==> config.mk <==
export PLATFORM = sky130hd
export DESIGN_NAME = fetch_stage_flat
export DESIGN_NICKNAME = d
export VERILOG_FILES = /design/src/rtl/fetch_if.sv /design/src/rtl/fetch_stage.sv /design/src/flat_wrapper.sv
export SDC_FILE = /design/constraint.sdc
export NUM_CORES = 1
export LEC_CHECK = 0
export ABC_AREA = 1
export CORE_MARGIN = 2
export CORE_UTILIZATION = 45
export DETAILED_ROUTE_END_ITERATION = 10
export GPL_TIMING_DRIVEN = 1
export PLACE_DENSITY_LB_ADDON = 0.3
export SETUP_SLACK_MARGIN = 0.4
export SYNTH_ARGS = -nofsm -noshare
export SYNTH_HDL_FRONTEND = slang
export SYNTH_SLANG_ARGS = --single-unit
export TNS_END_PERCENT = 20
==> constraint.sdc <==
create_clock -name clock -period 2.1 [get_ports clock]
set_input_delay 0.525 -clock clock [delete_from_list [all_inputs] [get_ports clock]]
set_output_delay 0.525 -clock clock [all_outputs]
set_load 0.03 [all_outputs]
==> src/rtl/fetch_if.sv <==
// Fetch-side bus: instruction memory port plus the IF/ID pipe exchange
// (fetched word out, branch/jump feedback in, flush out).
interface fetch_if;
  logic [7:0] imem_addr;
  logic [8:0] imem_data;
  logic [8:0] if_instruction;
  logic [7:0] if_pc;
  logic       if_branch_ctrl;
  logic [7:0] if_branch_value;
  logic       if_jump_ctrl;
  logic [7:0] if_jump_value;
  logic       flush;

  // master = fetch stage, slave = memory + IF/ID pipe side
  modport master (
    output imem_addr,
    input  imem_data,
    output if_instruction,
    output if_pc,
    input  if_branch_ctrl,
    input  if_branch_value,
    input  if_jump_ctrl,
    input  if_jump_value,
    output flush
  );

  modport slave (
    input  imem_addr,
    output imem_data,
    input  if_instruction,
    input  if_pc,
    output if_branch_ctrl,
    output if_branch_value,
    output if_jump_ctrl,
    output if_jump_value,
    input  flush
  );
endinterface

==> src/rtl/fetch_stage.sv <==
// Instruction-fetch stage: owns the PC, applies jump/branch redirects,
// holds on stall and enters a sticky HALT on the halt opcode.
module fetch_stage #(
  parameter logic [7:0] RESET_PC    = 8'h00,
  parameter logic [8:0] HALT_OPCODE = 9'h1FF,
  parameter logic [8:0] NOP_WORD    = 9'h000
) (
  input  logic        clock,
  input  logic        reset,
  input  logic        stall,
  fetch_if.master     bus,
  output logic        halted,
  output logic [15:0] fetch_count
);

  typedef enum logic {
    ST_RUN  = 1'b0,
    ST_HALT = 1'b1
  } state_t;

  state_t      r_state;
  state_t      w_state_next;
  logic [7:0]  r_pc;
  logic [7:0]  w_pc_next;
  logic [15:0] r_fetch_count;
  logic [15:0] w_fetch_count_next;

  logic w_jump;
  logic w_branch;
  logic w_stall;
  logic w_run;
  logic w_halt_word;
  logic [15:0] w_count_inc;

  // The IF/ID pipe drives X after a flush; only a clean 1 counts as taken.
  assign w_jump      = (bus.if_jump_ctrl === 1'b1);
  assign w_branch    = (bus.if_branch_ctrl === 1'b1);
  assign w_stall     = (stall === 1'b1);
  assign w_run       = (r_state == ST_RUN);
  assign w_halt_word = (bus.imem_data == HALT_OPCODE);
  assign w_count_inc = (r_fetch_count == 16'hFFFF) ? r_fetch_count
                                                    : r_fetch_count + 16'd1;

  always_comb begin
    w_state_next       = r_state;
    w_pc_next          = r_pc;
    w_fetch_count_next = r_fetch_count;
    case (r_state)
      ST_RUN: begin
        if (w_jump) begin
          w_pc_next = bus.if_jump_value;
        end else if (w_branch) begin
          // 8-bit add of the two's-complement offset wraps both ways
          w_pc_next = r_pc + bus.if_branch_value;
        end else if (w_stall) begin
          w_pc_next = r_pc;
        end else if (w_halt_word) begin
          w_state_next       = ST_HALT;
          w_fetch_count_next = w_count_inc;
        end else begin
          w_pc_next          = r_pc + 8'd1;
          w_fetch_count_next = w_count_inc;
        end
      end
      ST_HALT: begin
        w_state_next = ST_HALT;
      end
      default: begin
        w_state_next = ST_RUN;
      end
    endcase
  end

  always_ff @(posedge clock) begin
    if (reset) begin
      r_state       <= ST_RUN;
      r_pc          <= RESET_PC;
      r_fetch_count <= 16'd0;
    end else begin
      r_state       <= w_state_next;
      r_pc          <= w_pc_next;
      r_fetch_count <= w_fetch_count_next;
    end
  end

  // Reset forces the RUN-side view even before the reset edge lands.
  assign bus.imem_addr      = r_pc;
  assign bus.if_pc          = r_pc;
  assign halted             = !w_run && !reset;
  assign bus.if_instruction = halted ? NOP_WORD : bus.imem_data;
  assign bus.flush          = w_run && !reset && (w_jump || w_branch);
  assign fetch_count        = r_fetch_count;

endmodule
==> src/flat_wrapper.sv <==
// flat-port wrapper written by rule: the top's interface ports become plain ports
module fetch_stage_flat 
#(
  parameter logic [7:0] RESET_PC    = 8'h00,
  parameter logic [8:0] HALT_OPCODE = 9'h1FF,
  parameter logic [8:0] NOP_WORD    = 9'h000
)
  (clock, reset, stall, halted, fetch_count, bus_imem_addr, bus_imem_data, bus_if_instruction, bus_if_pc, bus_if_branch_ctrl, bus_if_branch_value, bus_if_jump_ctrl, bus_if_jump_value, bus_flush);
  fetch_if bus_i ();
  input  logic clock;
  input  logic reset;
  input  logic stall;
  output logic halted;
  output logic [15:0] fetch_count;
  output wire logic [$bits(bus_i.imem_addr)-1:0] bus_imem_addr;
  input wire logic [$bits(bus_i.imem_data)-1:0] bus_imem_data;
  output wire logic [$bits(bus_i.if_instruction)-1:0] bus_if_instruction;
  output wire logic [$bits(bus_i.if_pc)-1:0] bus_if_pc;
  input wire logic [$bits(bus_i.if_branch_ctrl)-1:0] bus_if_branch_ctrl;
  input wire logic [$bits(bus_i.if_branch_value)-1:0] bus_if_branch_value;
  input wire logic [$bits(bus_i.if_jump_ctrl)-1:0] bus_if_jump_ctrl;
  input wire logic [$bits(bus_i.if_jump_value)-1:0] bus_if_jump_value;
  output wire logic [$bits(bus_i.flush)-1:0] bus_flush;
  assign bus_imem_addr = bus_i.imem_addr;
  assign bus_i.imem_data = bus_imem_data;
  assign bus_if_instruction = bus_i.if_instruction;
  assign bus_if_pc = bus_i.if_pc;
  assign bus_i.if_branch_ctrl = bus_if_branch_ctrl;
  assign bus_i.if_branch_value = bus_if_branch_value;
  assign bus_i.if_jump_ctrl = bus_if_jump_ctrl;
  assign bus_i.if_jump_value = bus_if_jump_value;
  assign bus_flush = bus_i.flush;
  fetch_stage #(.RESET_PC(RESET_PC), .HALT_OPCODE(HALT_OPCODE), .NOP_WORD(NOP_WORD)) u_core (.clock(clock), .reset(reset), .stall(stall), .bus(bus_i), .halted(halted), .fetch_count(fetch_count));
endmodule
# After elaboration in Yosys (flattened, before gate mapping)
# Cells that the tools add are included.
# Widths: inputs -> output; s select.
[classes] bitwise_logic=5 mux=10 n_reduce_logical=7 eq_ne=7 addsub=3
[op_table] op="$mux 8" count=4
[op_table] op="$add 16x1->16 const B" count=1
[op_table] op="$eq 16x16->1 const B" count=1
[op_table] op="$eq 9x9->1 const B" count=1
[op_table] op="$mux 9" count=1
[op_table] op="$add 8x1->8 const B" count=1
[op_table] op="$add 8x8->8" count=1
[op_table] op="$ne 3x1->1 const B" count=2
[op_table] op="$not 1->1" count=5
[op_table] op="$reduce_and 5->1" count=1
[op_table] op="$mux 1" count=4
[op_table] op="$eqx 1x1->1 const B" count=3
[op_table] op="$logic_and 1x1->1" count=3
[op_table] op="$reduce_and 3->1" count=1
[op_table] op="$pmux 1 s2" count=1
[op_table] op="$logic_not 1->1" count=1
[op_table] op="$logic_or 1x1->1" count=1
[totals] word_cells=35 ff_bits=25

# Logic depth before layout (Yosys ltp)
[depth] word_depth=6 depth_mapped=14 ltp_nobuf=14

# Worst setup path after synthesis
# No wires, ideal clock.
[synth_timing] kind="input to output" startpoint="input reset" endpoint="output bus_if_instruction[0]" path_stages=2 t_arrival_ps=1548 slack_ps=27 cell_sequence="nor2_1 nor2_1"
[synth_between] elab_chain_cells=3
[synth_rtl] item="start, declared" line_no="flat_wrapper.sv:11" text="input logic reset;"
[synth_rtl] item="$logic_not 1->1" line_no="fetch_stage.sv:89" text="assign halted = !w_run && !reset;"
[synth_rtl] item="$logic_and 1x1->1" line_no="fetch_stage.sv:89"
[synth_rtl] item="$mux 9" line_no="fetch_stage.sv:90" text="assign bus.if_instruction = halted ? NOP_WORD : bus.imem_data;"
[synth_rtl] item="end, declared" line_no="flat_wrapper.sv:17" text="output wire logic [$bits(bus_i.if_instruction)-1:0] bus_if_instruction;"
# No other way between the ends.

# Worst setup path after layout
[layout_timing] startpoint="register u_core.r_fetch_count[11] (netlist: u_core.fetch_count[11])" endpoint="output fetch_count[11]"
[layout_lines] item="start, declared" line_no="fetch_stage.sv:25" text="logic [15:0] r_fetch_count;"
[layout_lines] item="start signal, assigned" line_no="fetch_stage.sv:82" text="r_fetch_count <= w_fetch_count_next;"
[layout_lines] item="end, declared" line_no="flat_wrapper.sv:14" text="output logic [15:0] fetch_count;"
# No word-level cell between the ends.

==> flow_summary.json <==
{
  "min_period_ns": 1.944,
  "setup_viol": 0,
  "grt_pass1_vias": 2119,
  "fin_skew_ns": 0.008667,
  "worstSetupPathType": "flop to output port",
  "period_share_pct": 92.57,
  "crit_buf_inv": 1,
  "critPathMaxFanout": 6,
  "fmax_mhz": 514.4,
  "drv_slew": 0,
  "cts_sinks": 25,
  "gp_congestion": 0.8622,
  "synthCells": 326,
  "grt_usage_pct": 21.97,
  "via_count": 2287,
  "cellPowerDensity_nw_per_um2": 429.3,
  "yosysTopAreaCell": "dfxtp_1",
  "utilization_pct": 69.37,
  "netlist-cell-type-count": 31,
  "diodes": 0,
  "design.die.area_um2": 5081,
  "avgRoutedWirePerCell_um": 12.03,
  "final_cell_mix": "nand2_1 (85), nor2_1 (38), inv_1 (34)",
  "grt_start_max_net_pins": 21,
  "clk_pin_slew_worst_paths_ns": 0.10,
  "final_area_um2": 3020,
  "rsz0062_at_grt": "yes",
  "cts_tree": "built",
  "cts_hold_buf": 0,
  "start_util_pct": 46.78,
  "pre_cts_slack_ns": -0.2560,
  "num_rows": 24,
  "clk_latency_ns": 0.27,
  "swShare_pct": 34.09,
  "end_kind": "output port",
  "cap_violations": 0,
  "placed_area_um2": 2859,
  "stdcell_count": 458,
  "yosysSeqAreaShare_pct": 24.57,
  "area.growth.synth_to_final_pct": 48.28,
  "cpPeakStageDelay_ns": 0.71,
  "final_nets": 446,
  "clkPwrFrac_pct": 22.9,
  "port_buffers": 72,
  "ys_ff_latch": 25,
  "htreeDepth": 1,
  "p_leak_nw": 1.511,
  "gr-total-overflow": 0,
  "intPower_uw": 854.7,
  "layout-drive-gt1-share_pct": 20.20,
  "status": "completed",
  "syn_area_um2": 2037,
  "cts_buffer_depth": 2,
  "setup_slack_ns": 0.1560,
  "setup_tns_ns": 0,
  "report.power.total_mw": 1.297,
  "core_um2": 4354,
  "die_h_um": 71.28,
  "arrival_ns": 1.42,
  "first_pass_iters": 4,
  "path_cells": "clkdlybuf4s50_1",
  "synth.top_cell.area_share_pct": 24.57,
  "num_io_pins": 73,
  "worst_slew_pin_slew_ns": 0.3924,
  "ys_top_cells_by_area": "dfxtp_1 (25%), nand2_1 (17%), inv_1 (8.1%)",
  "antenna_found_initial": 0,
  "final_common_cell": "nand2_1",
  "die_w_um": 71.28,
  "switchingPower_uw": 442.0,
  "drt_wl_total_um": 5512,
  "fillers": 396,
  "postRouteAntennaNets": 0,
  "syn-num-nets": 365,
  "placed_cells": 453,
  "dr.first_iter.drc_count": 137,
  "pwr-share-comb_pct": 37.3,
  "cts_buffers": 3,
  "cts-root-buf": "clkbuf_8",
  "synth_warnings": 0,
  "grt_first_pass_wirelength_um": 9287,
  "critPathRequiredTime_ns": 1.57,
  "seqPwrFrac_pct": 39.8,
  "syn_avg_cell_area_um2": 6.248,
  "whs_ns": 0.5232,
  "cp_top_family": "buffers and inverters",
  "slew_headroom_pct": 73.81,
  "hold_path_class": "flop to flop",
  "drc_errors": 0,
  "cpMaxStageDelayCell": "clkdlybuf4s50_1",
  "vias_per_cell": 4.993,
  "ir_drop_uv": 332.3,
  "hold_viol_final": 0,
  "hpwlAfterDp_um": 4155,
  "critPathLaunchType": "flop"
}
==> power by group through the flow <==
stage | Combinational, mW | Clock (mW) | Sequential [mW]
2_1_floorplan | 0.244 | 0 | 0.555
3_3_place_gp | 0.451 | 0 | 0.525
3_5_place_dp | 0.458 | 0 | 0.525
4_1_cts | 0.483 | 0.307 | 0.517
5_1_grt | 0.521 | 0.324 | 0.521
6_report | 0.484 | 0.297 | 0.516
==> per-layer routing <==
| layer | track usage (%) | up-vias | wire (um) |
|---|---|---|---|
| met2 | 36.32 | 79 | 2502 |
| met1 | 30.83 | 1013 | 2564 |
| met4 | 3.774 | 0 | 60 |
| li1 | - | 1189 | - |
| met3 | 3.376 | 6 | 385 |
| met5 | 0 | - | 0 |
==> flip-flops by register name (all words and copies together) (netlist names) <==
name,count
u_core.r_state,1
u_core.fetch_count,16
u_core.bus.if_pc,8
==> path summary, 6_finish.rpt <==
| check | start | slack (ns) | cells past startpoint | to |
|---|---|---|---|---|
| max | u_core.fetch_count[11]$_SDFFE_PP0P_ | 0.16 | 1 | fetch_count[11] |
| max reg2reg | u_core.fetch_count[0]$_SDFFE_PP0P_ | 0.40 | 8 | u_core.fetch_count[10]$_SDFFE_PP0P_ |
| min | u_core.fetch_count[7]$_SDFFE_PP0P_ | 0.52 | 2 | u_core.fetch_count[7]$_SDFFE_PP0P_ |
| min reg2reg | u_core.fetch_count[7]$_SDFFE_PP0P_ | 0.52 | 2 | u_core.fetch_count[7]$_SDFFE_PP0P_ |
==> synthesized netlist by cell type, drive strengths merged <==
| library cell | instances |
|---|---|
| o22ai | 1 |
| nor2 | 44 |
| nand4 | 8 |
| nand2 | 95 |
| clkbuf | 2 |
| inv | 44 |
| nand3 | 34 |
| a211oi | 1 |
| fa | 1 |
| clkinv | 1 |
| nor3 | 2 |
| o21ai | 5 |
| nand3b | 3 |
| buf | 13 |
| a31oi | 1 |
| dfxtp | 25 |
| ha | 8 |
| xor2 | 7 |
| o211a | 1 |
| a21oi | 25 |
| xnor2 | 3 |
| or2 | 2 |
==> layout make-up <==
class	instances	area, um2	share of cell area (%)
inverters	45	168.9	5.592
multi-input cells	242	1384	45.82
clock inverters	1	7.507	0.2485
clock buffers	3	41.29	1.367
well taps	52	65.06	2.154
repair buffers	90	852.1	28.21
flip-flops and latches	25	501.7	16.61
==> kinds of logic (layout without fill, tap and decap cells) <==
family                   after synthesis  count (layout)  share of synthesized area [%]
buffers and inverters                 60             139                          14.00
adder cells (fa/ha/maj)                9               9                          5.897
AND/OR/NAND/NOR                      188             189                          41.65
XOR/XNOR                              10              10                          4.300
AO/OA/AOI/OAI                         34              34                          9.582
flip-flops                            25              25                          24.57
==> repair_timing <==
action / in CTS / in global routing
endpoints found under the setup margin: 67 / 66
buffers inserted: 0 / 0
pin swaps: 30 / 0
gates cloned: 1 / 0
gates resized for setup: 57 / 13
==> worst min-delay path, cell delays in order, from the launching register on <==
cell	delay, ns
dfxtp_1	0.36
nand2_1	0.08
a21oi_1	0.05
Power figures use the tool's default switching activity.
